$ cat src/rtl/logic_arb_pkg.sv
// Shared opcode and FSM state encodings for the logic unit arbiter.
package logic_arb_pkg;

  typedef enum logic [1:0] {
    OP_AND  = 2'b00,
    OP_OR   = 2'b01,
    OP_XOR  = 2'b10,
    OP_NAND = 2'b11
  } op_e;

  typedef enum logic [1:0] {
    ST_IDLE = 2'd0,
    ST_EXEC = 2'd1,
    ST_DONE = 2'd2
  } state_e;

endpackage

$ cat src/rtl/logic_unit_arbiter_if.sv
// Request/result bundle between requesters and the logic unit arbiter.
// LOGIC_ARB_LOCK_EN adds the per-requester req_lock signal.
interface logic_unit_arbiter_if #(
  parameter int unsigned NUM_REQ = 4,
  parameter int unsigned WIDTH   = 32,
  parameter int unsigned ID_W    = 2
);
  logic [NUM_REQ-1:0]       req_valid;
  logic [NUM_REQ-1:0]       req_ready;
  logic [2*NUM_REQ-1:0]     req_op;
  logic [WIDTH*NUM_REQ-1:0] req_a;
  logic [WIDTH*NUM_REQ-1:0] req_b;
`ifdef LOGIC_ARB_LOCK_EN
  logic [NUM_REQ-1:0]       req_lock;
`endif
  logic                     res_valid;
  logic                     res_ready;
  logic [WIDTH-1:0]         res_data;
  logic [ID_W-1:0]          res_id;

  modport master (
`ifdef LOGIC_ARB_LOCK_EN
    output req_lock,
`endif
    output req_valid, req_op, req_a, req_b, res_ready,
    input  req_ready, res_valid, res_data, res_id
  );

  modport slave (
`ifdef LOGIC_ARB_LOCK_EN
    input  req_lock,
`endif
    input  req_valid, req_op, req_a, req_b, res_ready,
    output req_ready, res_valid, res_data, res_id
  );
endinterface

$ cat src/rtl/rr_priority_picker.sv
// Combinational round-robin picker: first set request at or after ptr_i, wrapping.
module rr_priority_picker #(
  parameter int unsigned NUM_REQ = 4,
  parameter int unsigned ID_W    = 2
) (
  input  logic [NUM_REQ-1:0] req_i,
  input  logic [ID_W-1:0]    ptr_i,
  output logic [NUM_REQ-1:0] gnt_o,
  output logic [ID_W-1:0]    idx_o,
  output logic               any_o
);

  int unsigned     pos;
  logic [ID_W-1:0] pos_w;

  always_comb begin
    gnt_o = '0;
    idx_o = '0;
    any_o = 1'b0;
    pos   = 0;
    pos_w = '0;
    for (int unsigned k = 0; k < NUM_REQ; k++) begin
      pos   = (32'(ptr_i) + k) % NUM_REQ;
      pos_w = ID_W'(pos);
      if (!any_o && req_i[pos_w]) begin
        any_o        = 1'b1;
        idx_o        = pos_w;
        gnt_o[pos_w] = 1'b1;
      end
    end
  end

endmodule

$ cat src/rtl/logic_unit_arbiter.sv
// Round-robin arbiter sharing one registered AND/OR/XOR/NAND unit among NUM_REQ requesters.
// Define LOGIC_ARB_LOCK_EN to let a locked winner keep the round-robin pointer.
module logic_unit_arbiter
  import logic_arb_pkg::*;
#(
  parameter int unsigned NUM_REQ = 4,
  parameter int unsigned WIDTH   = 32,
  parameter int unsigned ID_W    = 2
) (
  input  logic                 clk_i,
  input  logic                 rst_i,
  logic_unit_arbiter_if.slave  bus
);

  state_e            state_q, state_d;
  logic [ID_W-1:0]   ptr_q, ptr_d;
  logic [ID_W-1:0]   win_q;
  op_e               op_q;
  logic [WIDTH-1:0]  a_q, b_q;
  logic              res_valid_q;
  logic [WIDTH-1:0]  res_data_q;
  logic [ID_W-1:0]   res_id_q;
  logic              locked;

  logic [NUM_REQ-1:0] pick_gnt;
  logic [ID_W-1:0]    pick_idx;
  logic               pick_any;
  logic               accept;
  logic [1:0]         sel_op;
  logic [WIDTH-1:0]   sel_a, sel_b, alu;

  rr_priority_picker #(
    .NUM_REQ (NUM_REQ),
    .ID_W    (ID_W)
  ) u_picker (
    .req_i (bus.req_valid),
    .ptr_i (ptr_q),
    .gnt_o (pick_gnt),
    .idx_o (pick_idx),
    .any_o (pick_any)
  );

  assign accept        = (state_q == ST_IDLE) && pick_any && !rst_i;
  assign bus.req_ready = accept ? pick_gnt : '0;
  assign bus.res_valid = res_valid_q;
  assign bus.res_data  = res_data_q;
  assign bus.res_id    = res_id_q;

  // One-hot grant steers the winner's operands onto the capture path.
  always_comb begin
    sel_op = '0;
    sel_a  = '0;
    sel_b  = '0;
    for (int i = 0; i < int'(NUM_REQ); i++) begin
      if (pick_gnt[i]) begin
        sel_op = bus.req_op[2*i +: 2];
        sel_a  = bus.req_a[WIDTH*i +: WIDTH];
        sel_b  = bus.req_b[WIDTH*i +: WIDTH];
      end
    end
  end

  always_comb begin
    alu = '0;
    unique case (op_q)
      OP_AND:  alu = a_q & b_q;
      OP_OR:   alu = a_q | b_q;
      OP_XOR:  alu = a_q ^ b_q;
      OP_NAND: alu = ~(a_q & b_q);
      default: alu = '0;
    endcase
  end

  always_comb begin
    state_d = state_q;
    ptr_d   = ptr_q;
    unique case (state_q)
      ST_IDLE: if (pick_any) state_d = ST_EXEC;
      ST_EXEC: state_d = ST_DONE;
      ST_DONE: begin
        if (bus.res_ready) begin
          state_d = ST_IDLE;
          if (locked) ptr_d = win_q;
          else if (win_q == ID_W'(NUM_REQ - 1)) ptr_d = '0;
          else ptr_d = win_q + 1'b1;
        end
      end
      default: state_d = ST_IDLE;
    endcase
  end

`ifdef LOGIC_ARB_LOCK_EN
  logic lock_q;
  always_ff @(posedge clk_i) begin
    if (rst_i)       lock_q <= 1'b0;
    else if (accept) lock_q <= |(pick_gnt & bus.req_lock);
  end
  assign locked = lock_q;
`else
  assign locked = 1'b0;
`endif

  always_ff @(posedge clk_i) begin
    if (rst_i) begin
      state_q     <= ST_IDLE;
      ptr_q       <= '0;
      win_q       <= '0;
      op_q        <= OP_AND;
      a_q         <= '0;
      b_q         <= '0;
      res_valid_q <= 1'b0;
      res_data_q  <= '0;
      res_id_q    <= '0;
    end else begin
      state_q <= state_d;
      ptr_q   <= ptr_d;
      if (accept) begin
        win_q <= pick_idx;
        op_q  <= op_e'(sel_op);
        a_q   <= sel_a;
        b_q   <= sel_b;
      end
      if (state_q == ST_EXEC) begin
        res_valid_q <= 1'b1;
        res_data_q  <= alu;
        res_id_q    <= win_q;
      end else if (state_q == ST_DONE && bus.res_ready) begin
        res_valid_q <= 1'b0;
      end
    end
  end

endmodule

$ cat src/flat_wrapper.sv
// flat-port wrapper written by rule: the top's interface ports become plain ports
module logic_unit_arbiter_flat import logic_arb_pkg::*;
#(
  parameter int unsigned NUM_REQ = 4,
  parameter int unsigned WIDTH   = 32,
  parameter int unsigned ID_W    = 2
)
  (clk_i, rst_i, bus_req_valid, bus_req_op, bus_req_a, bus_req_b, bus_res_ready, bus_req_ready, bus_res_valid, bus_res_data, bus_res_id);
  logic_unit_arbiter_if #(.NUM_REQ(NUM_REQ), .WIDTH(WIDTH), .ID_W(ID_W)) bus_i ();
  input  logic clk_i;
  input  logic rst_i;
  input wire logic [$bits(bus_i.req_valid)-1:0] bus_req_valid;
  input wire logic [$bits(bus_i.req_op)-1:0] bus_req_op;
  input wire logic [$bits(bus_i.req_a)-1:0] bus_req_a;
  input wire logic [$bits(bus_i.req_b)-1:0] bus_req_b;
  input wire logic [$bits(bus_i.res_ready)-1:0] bus_res_ready;
  output wire logic [$bits(bus_i.req_ready)-1:0] bus_req_ready;
  output wire logic [$bits(bus_i.res_valid)-1:0] bus_res_valid;
  output wire logic [$bits(bus_i.res_data)-1:0] bus_res_data;
  output wire logic [$bits(bus_i.res_id)-1:0] bus_res_id;
  assign bus_i.req_valid = bus_req_valid;
  assign bus_i.req_op = bus_req_op;
  assign bus_i.req_a = bus_req_a;
  assign bus_i.req_b = bus_req_b;
  assign bus_i.res_ready = bus_res_ready;
  assign bus_req_ready = bus_i.req_ready;
  assign bus_res_valid = bus_i.res_valid;
  assign bus_res_data = bus_i.res_data;
  assign bus_res_id = bus_i.res_id;
  logic_unit_arbiter #(.NUM_REQ(NUM_REQ), .WIDTH(WIDTH), .ID_W(ID_W)) u_core (.clk_i(clk_i), .rst_i(rst_i), .bus(bus_i));
endmodule
$ cat config.mk
export PLATFORM = sky130hd
export DESIGN_NAME = logic_unit_arbiter_flat
export DESIGN_NICKNAME = d
export VERILOG_FILES = /design/src/rtl/logic_arb_pkg.sv /design/src/rtl/logic_unit_arbiter_if.sv /design/src/rtl/rr_priority_picker.sv /design/src/rtl/logic_unit_arbiter.sv /design/src/flat_wrapper.sv
export SDC_FILE = /design/constraint.sdc
export NUM_CORES = 1
export LEC_CHECK = 0
export ABC_AREA = 0
export BUFFER_PORTS_ARGS = -buffer_cell sky130_fd_sc_hd__buf_4
export CAP_MARGIN = 20
export CORE_ASPECT_RATIO = 1.75
export CORE_MARGIN = 4
export CORE_UTILIZATION = 45
export CTS_BUF_LIST = sky130_fd_sc_hd__clkbuf_2
export DETAILED_ROUTE_END_ITERATION = 10
export GPL_ROUTABILITY_DRIVEN = 1
export PLACE_DENSITY = 0.77
export SYNTH_ARGS = -nofsm -noshare
export SYNTH_HDL_FRONTEND = slang
export SYNTH_HIERARCHICAL = 1
export SYNTH_SLANG_ARGS = --single-unit
$ cat constraint.sdc
create_clock -name clk_i -period 4.5 [get_ports clk_i]
set_clock_uncertainty 0.1 [all_clocks]
set_input_delay 0.225 -clock clk_i [delete_from_list [all_inputs] [get_ports clk_i]]
set_output_delay 0.225 -clock clk_i [all_outputs]
set_load 0.05 [all_outputs]
### After elaboration in Yosys (flattened, before gate mapping)

Index checks and enable logic that the tools add are counted.

| word-level totals | value |
|---|---|
| memories | 0 |
| register bits after elaboration | 107 |
| bits in latches | 0 |
| ROM bits | 0 |
| output and inout port bits | 39 |
| RAM bits | 0 |
| input bits | 271 |

| cells by class | value |
|---|---|
| bitwise operators | 7 |
| reductions and logical operators | 19 |
| mux-type cells | 48 |
| $add $sub $neg | 4 |
| div/mod/pow operators | 0 |
| order comparisons | 8 |
| shift operators | 0 |
| equality and inequality tests | 8 |
| multiply operators | 0 |

Operators with widths:

| kind | count |
|---|---|
| $mux 32 | 8 |
| $pmux 32 s4 | 1 |
| $and 32x32->32 | 1 |
| $not 32->32 | 1 |
| $or 32x32->32 | 1 |
| $xor 32x32->32 | 1 |
| $mux 2 | 11 |
| $mux 4 | 5 |
| $mux 1 | 14 |
| $lt 2x3->1 const B | 4 |
| $or 4x4->4 | 3 |
| $logic_and 1x1->1 | 10 |
| $bmux 1 s2 | 4 |
| $demux 1 s2 | 4 |
| $eq 2x2->1 const B | 4 |
| $ge 2x1->1 const B | 4 |
| $pmux 2 s3 | 1 |
| $add 2x1->2 const B | 2 |
| $add 2x2->2 const B | 2 |
| $eq 2x1->1 const B | 2 |
| $logic_not 1->1 | 4 |
| $logic_not 2->1 | 2 |
| $reduce_and 2->1 | 2 |
| $ne 2x1->1 const B | 1 |
| 2 further kinds | 2 |

### Logic depth before layout (Yosys ltp)

| logic depth | value |
|---|---|
| depth after elaboration | 16 |
| mapped depth | 14 |

### Hierarchy

The synthesis kept the hierarchy.

Modules (own cells, without submodules):

| module | cells each | instances | area each (um^2) |
|---|---|---|---|
| logic_unit_arbiter | 1,033 | 1 | 7,893.8 |
| rr_priority_picker | 45 | 1 | 421.7 |

### Least setup slack after synthesis

OpenSTA, ideal clock, no wires.

| timing path | value |
|---|---|
| kind | flip-flop to output port |
| start point | register u_core.ptr_q[0] |
| end point | output port bus_req_ready[3] |
| data required time | 4.175 ns |
| data arrival time | 3.019 ns |
| stages on the path, launching flop included | 13 |
| path slack | 1.156 ns |
| path through | dfxtp_1 > buf_6 > inv_1 > ha_1 > mux4_2 > buf_6 > nor4b_4 > a22oi_1 > o21ai_0 > clkbuf_1 > buf_2 > clkbuf_1 > and2_1 |

RTL lines:

| what | RTL line | text |
|---|---|---|
| start, declared | logic_unit_arbiter.sv:16 | `logic [ID_W-1:0] ptr_q, ptr_d;` |
| start signal, assigned | logic_unit_arbiter.sv:116 | `ptr_q <= ptr_d;` |
| parallel branches: the longest is 11 deep, another holds $lt 2x3->1 | -- |  |
| $mux 4 * | rr_priority_picker.sv:25 | `if (!any_o && req_i[pos_w]) begin` |
| named net u_core.pick_gnt[3] | logic_unit_arbiter.sv:25 | `logic [NUM_REQ-1:0] pick_gnt;` |
| $mux 4 * | logic_unit_arbiter.sv:44 | `assign bus.req_ready = accept ? pick_gnt : '0;` |
| end, declared | flat_wrapper.sv:17 | `output wire logic [$bits(bus_i.req_ready)-1:0] bus_req_ready;` |

Mark *: on every way through the listed nets, which the timed path passes. The select of a mux whose other input is x is not followed.

### Worst setup path in the final report

| timing path | value |
|---|---|
| start point | register u_core.ptr_q[0] |
| end point | register u_core.b_q[1] |

RTL lines:

| what | RTL line | text |
|---|---|---|
| parallel branches: the longest is 11 deep, another holds $lt 2x3->1 | -- |  |
| $mux 4 * | rr_priority_picker.sv:25 |  |
| named net u_core.pick_gnt[2] | logic_unit_arbiter.sv:25 |  |
| $mux 32 * (2 in a row) | logic_unit_arbiter.sv:55 | `if (pick_gnt[i]) begin` |
| end signal, assigned | logic_unit_arbiter.sv:121 | `b_q <= sel_b;` |
| end, declared | logic_unit_arbiter.sv:19 | `logic [WIDTH-1:0] a_q, b_q;` |

Marked as above.
A chain may end at the register's enable or synchronous reset.

==> results.py <==
metrics = {
    "global_route": {
        "grt_use_total_pct": 27.7,
        "overflow": 0,
        "antenna_found_initial": 1,
        "first_global_vias": 9268,
        "grt_first_pass_wirelength_mm": 47.4,
        "grt_max_degree": 98,
    },
    "min_path": {
        "worstHoldPathType": "in2reg",
    },
    "clocking": {
        "cts_root_buf": "clkbuf_2",
        "cts_buffers": 9,
        "clk_pin_slew_ps": 320,
        "ctsHtreeMaxLevel": 3,
        "cts_buffer_depth": 2,
        "post_cts_buffers": 0,
        "cts_tree": "yes",
        "cts_num_sinks": 107,
        "clock_latency_ps": 610,
    },
    "synth": {
        "yosys_warnings": 6,
        "ys_seq_elements": 107,
        "post_synth_inst_count": 1078,
        "syn_area_per_cell_um2": 7.71,
        "syn_area_mm2": 0.00832,
        "ys_seq_area_share_pct": 25.8,
        "syn_nets": 1419,
        "synth.distinct_cells": 36,
    },
    "sta": {
        "fin_ws_ps": 192,
        "setup_tns_ps": 0,
        "setup_viol": 0,
        "worstMarginPinSlew_ps": 928,
        "hold_violations": 0,
        "fin_crit_ps": 4310,
        "slew_headroom_pct": 38.1,
        "finalCritPeriodShare_pct": 95.7,
        "drv_slew": 0,
        "rsz0062_at_grt": "no",
        "max_freq_ghz": 0.232,
    },
    "job": {
        "cap_violations": 0,
    },
    "critical_path": {
        "critPathMaxFanout": 52,
        "cp-start-kind": "flop",
        "critPathMaxStageDelay_ps": 620,
        "cp-end-kind": "flop",
        "cpLargestDelayFamily": "compound AO/OA/AOI/OAI gates",
        "cp.required_ps": 4970,
        "worst-setup-path-type": "reg2reg",
        "cp_slowest_cell": "dlygate4sd3_1",
        "path_cells": "buf_4, inv_1, ha_1, mux4_2, and2b_2, a22oi_1, o21ai_4, buf_12, a21oi_1, a221o_1, a311oi_1, dlygate4sd3_1",
        "worstPathArrival_ps": 4780,
        "cp_num_buf_inv": 4,
    },
    "finish": {
        "fin_nets": 1780,
        "drive_above_1_share_pct": 25.0,
        "area_growth_pct": 45.6,
        "fin_area_mm2": 0.0121,
        "final_common_cell": "buf_4",
        "layout_common_cells": "buf_4, nor2_1, inv_1, dlygate4sd3_1, dfxtp_1",
        "n_fill_cell": 1477,
    },
    "drt": {
        "routed_wirelength_mm": 30.8,
        "vias_per_cell": 5.71,
        "route.detailed.drc": 0,
        "ant_nets": 0,
        "wl_per_cell_um": 18.4,
        "num_vias": 9595,
        "drt_iter0_markers": 645,
        "first_pass_iters": 6,
    },
    "outcome": {
        "status": "finished clean",
    },
    "pwr": {
        "p_leak_nw": 5.30,
        "power_density_mw_per_mm2": 267,
        "ir_drop_mv": 0.156,
    },
    "placement": {
        "post-place-ws_ps": 616,
        "dp_hpwl_mm": 21.6,
        "portBuffers": 309,
        "dpl_cell_area_mm2": 0.0106,
        "gp_congestion": 0.899,
    },
    "die": {
        "core_area_mm2": 0.0181,
        "row_count": 65,
        "start_util_pct": 45.9,
        "chipHeight_um": 188,
        "die_w_um": 111,
        "die-area_mm2": 0.0208,
        "boundaryPins": 310,
    },
}
## layer usage
layer	global-route usage, %	up-vias	routed length, µm	share of wire, %
met2	48.2	418	15300	50
li1	-	4591	-	-
met4	13.4	0	1640	5.3
met1	32.8	4483	11900	39
met3	4.49	103	1990	6.4
met5	0	-	0	0
## worst register-to-register path, stage by stage, from the launching register on
cell	delay (ps)
dfxtp_1	380
buf_4	210
inv_1	90
ha_1	360
mux4_2	440
and2b_2	310
a22oi_1	240
o21ai_4	530
buf_12	300
a21oi_1	90
a221o_1	340
a311oi_1	310
dlygate4sd3_1	620
## cells by family after synthesis
kind of cell / after synthesis / synth area share [%]
AOI/OAI and AO/OA: 315 / 30.3
and+or+nand+nor: 331 / 19.4
muxes: 10 / 1.91
DFF: 107 / 25.8
adders and majority gates: 70 / 10.5
buffers and inverters: 245 / 12.1
## report_power, final
group | internal (mW) | leakage (nW) | switching [mW]
registers | 1.08 | 0.883 | 0.160
logic | 0.764 | 4.36 | 0.802
clock network | 0.0806 | 0.0593 | 0.354
total | 1.92 | 5.30 | 1.32
## Yosys cell counts (all sizes together)
master | n | area [µm²]
nor2 | 138 | 518
inv | 135 | 507
dfxtp | 107 | 2140
a311oi | 97 | 875
nand2 | 94 | 353
ha | 70 | 876
a21oi | 68 | 340
clkbuf | 68 | 255
nand3b | 67 | 503
a221o | 66 | 661
buf | 42 | 246
a211o | 32 | 280
o211ai | 26 | 195
nor2b | 15 | 93.8
o21ai | 14 | 70.1
a22oi | 8 | 60.1
and2 | 5 | 31.3
mux2i | 5 | 50.1
mux4 | 4 | 97.6
nand2b | 4 | 25.0
nor3b | 2 | 15.0
nor4b | 2 | 47.6
a32o | 1 | 10.0
a41o | 1 | 10.0
and2b | 1 | 8.76
mux2 | 1 | 11.3
nor3 | 1 | 5.00
nor4 | 1 | 6.26
o221ai | 1 | 8.76
o31ai | 1 | 7.51
or3 | 1 | 6.26
## registers in the layout, indices dropped and copies added (netlist names), 2 cells and up
| name | cells |
|---|---|
| u_core/bus.res_id | 2 |
| u_core/state_q | 2 |
| u_core/win_q | 2 |
| u_core/ptr_q | 2 |
| u_core/bus.res_data | 32 |
| u_core/op_q | 2 |
| u_core/b_q | 32 |
| u_core/a_q | 32 |
## stage by stage
step | power [mW] | utilization, % | cells | hold slack [ps]
after floorplan | 2.17 | - | 1078 | 287
after global placement | 2.59 | 58.7 | 1526 | 385
after detailed placement | 2.63 | 58.7 | 1526 | 393
after CTS | 3.21 | 66.6 | 1675 | 3.77
after global routing | 3.44 | 66.8 | 1679 | 10.9
final | 3.24 | 66.8 | 1680 | 54.5
## final timing paths
kind	startpoint	endpoint	slack [ps]	cells after the start
max reg2reg	u_core/ptr_q[0]$_SDFFE_PP0P_	u_core/b_q[1]$_SDFFE_PP0N_	190	12
max	u_core/ptr_q[0]$_SDFFE_PP0P_	u_core/b_q[1]$_SDFFE_PP0N_	190	12
min	bus_req_b[31]	u_core/b_q[31]$_SDFFE_PP0N_	50	4
min reg2reg	u_core/bus.res_data[25]$_SDFFE_PP0P_	u_core/bus.res_data[25]$_SDFFE_PP0P_	420	2
## what timing repair did
| action | CTS | global route |
|---|---|---|
| hold endpoints to repair | 81 | 0 |
| resized for setup | 0 | 2 |
| hold buffers | 133 | 0 |
| endpoints found under the setup margin | 0 | 66 |
## area by class of cell
cell class | instances | area (µm²) | share of cell area [%]
Tap cell | 234 | 293 | 2.42
Clock inverter | 6 | 46.3 | 0.382
Timing Repair Buffer | 457 | 3820 | 31.5
Multi-Input combinational cell | 729 | 5240 | 43.3
Clock buffer | 10 | 50.0 | 0.413
Antenna cell | 2 | 5.00 | 0.0413
Inverter | 135 | 507 | 4.18
Sequential cell | 107 | 2150 | 17.7
Note: power is estimated with default switching activity, not from simulation.
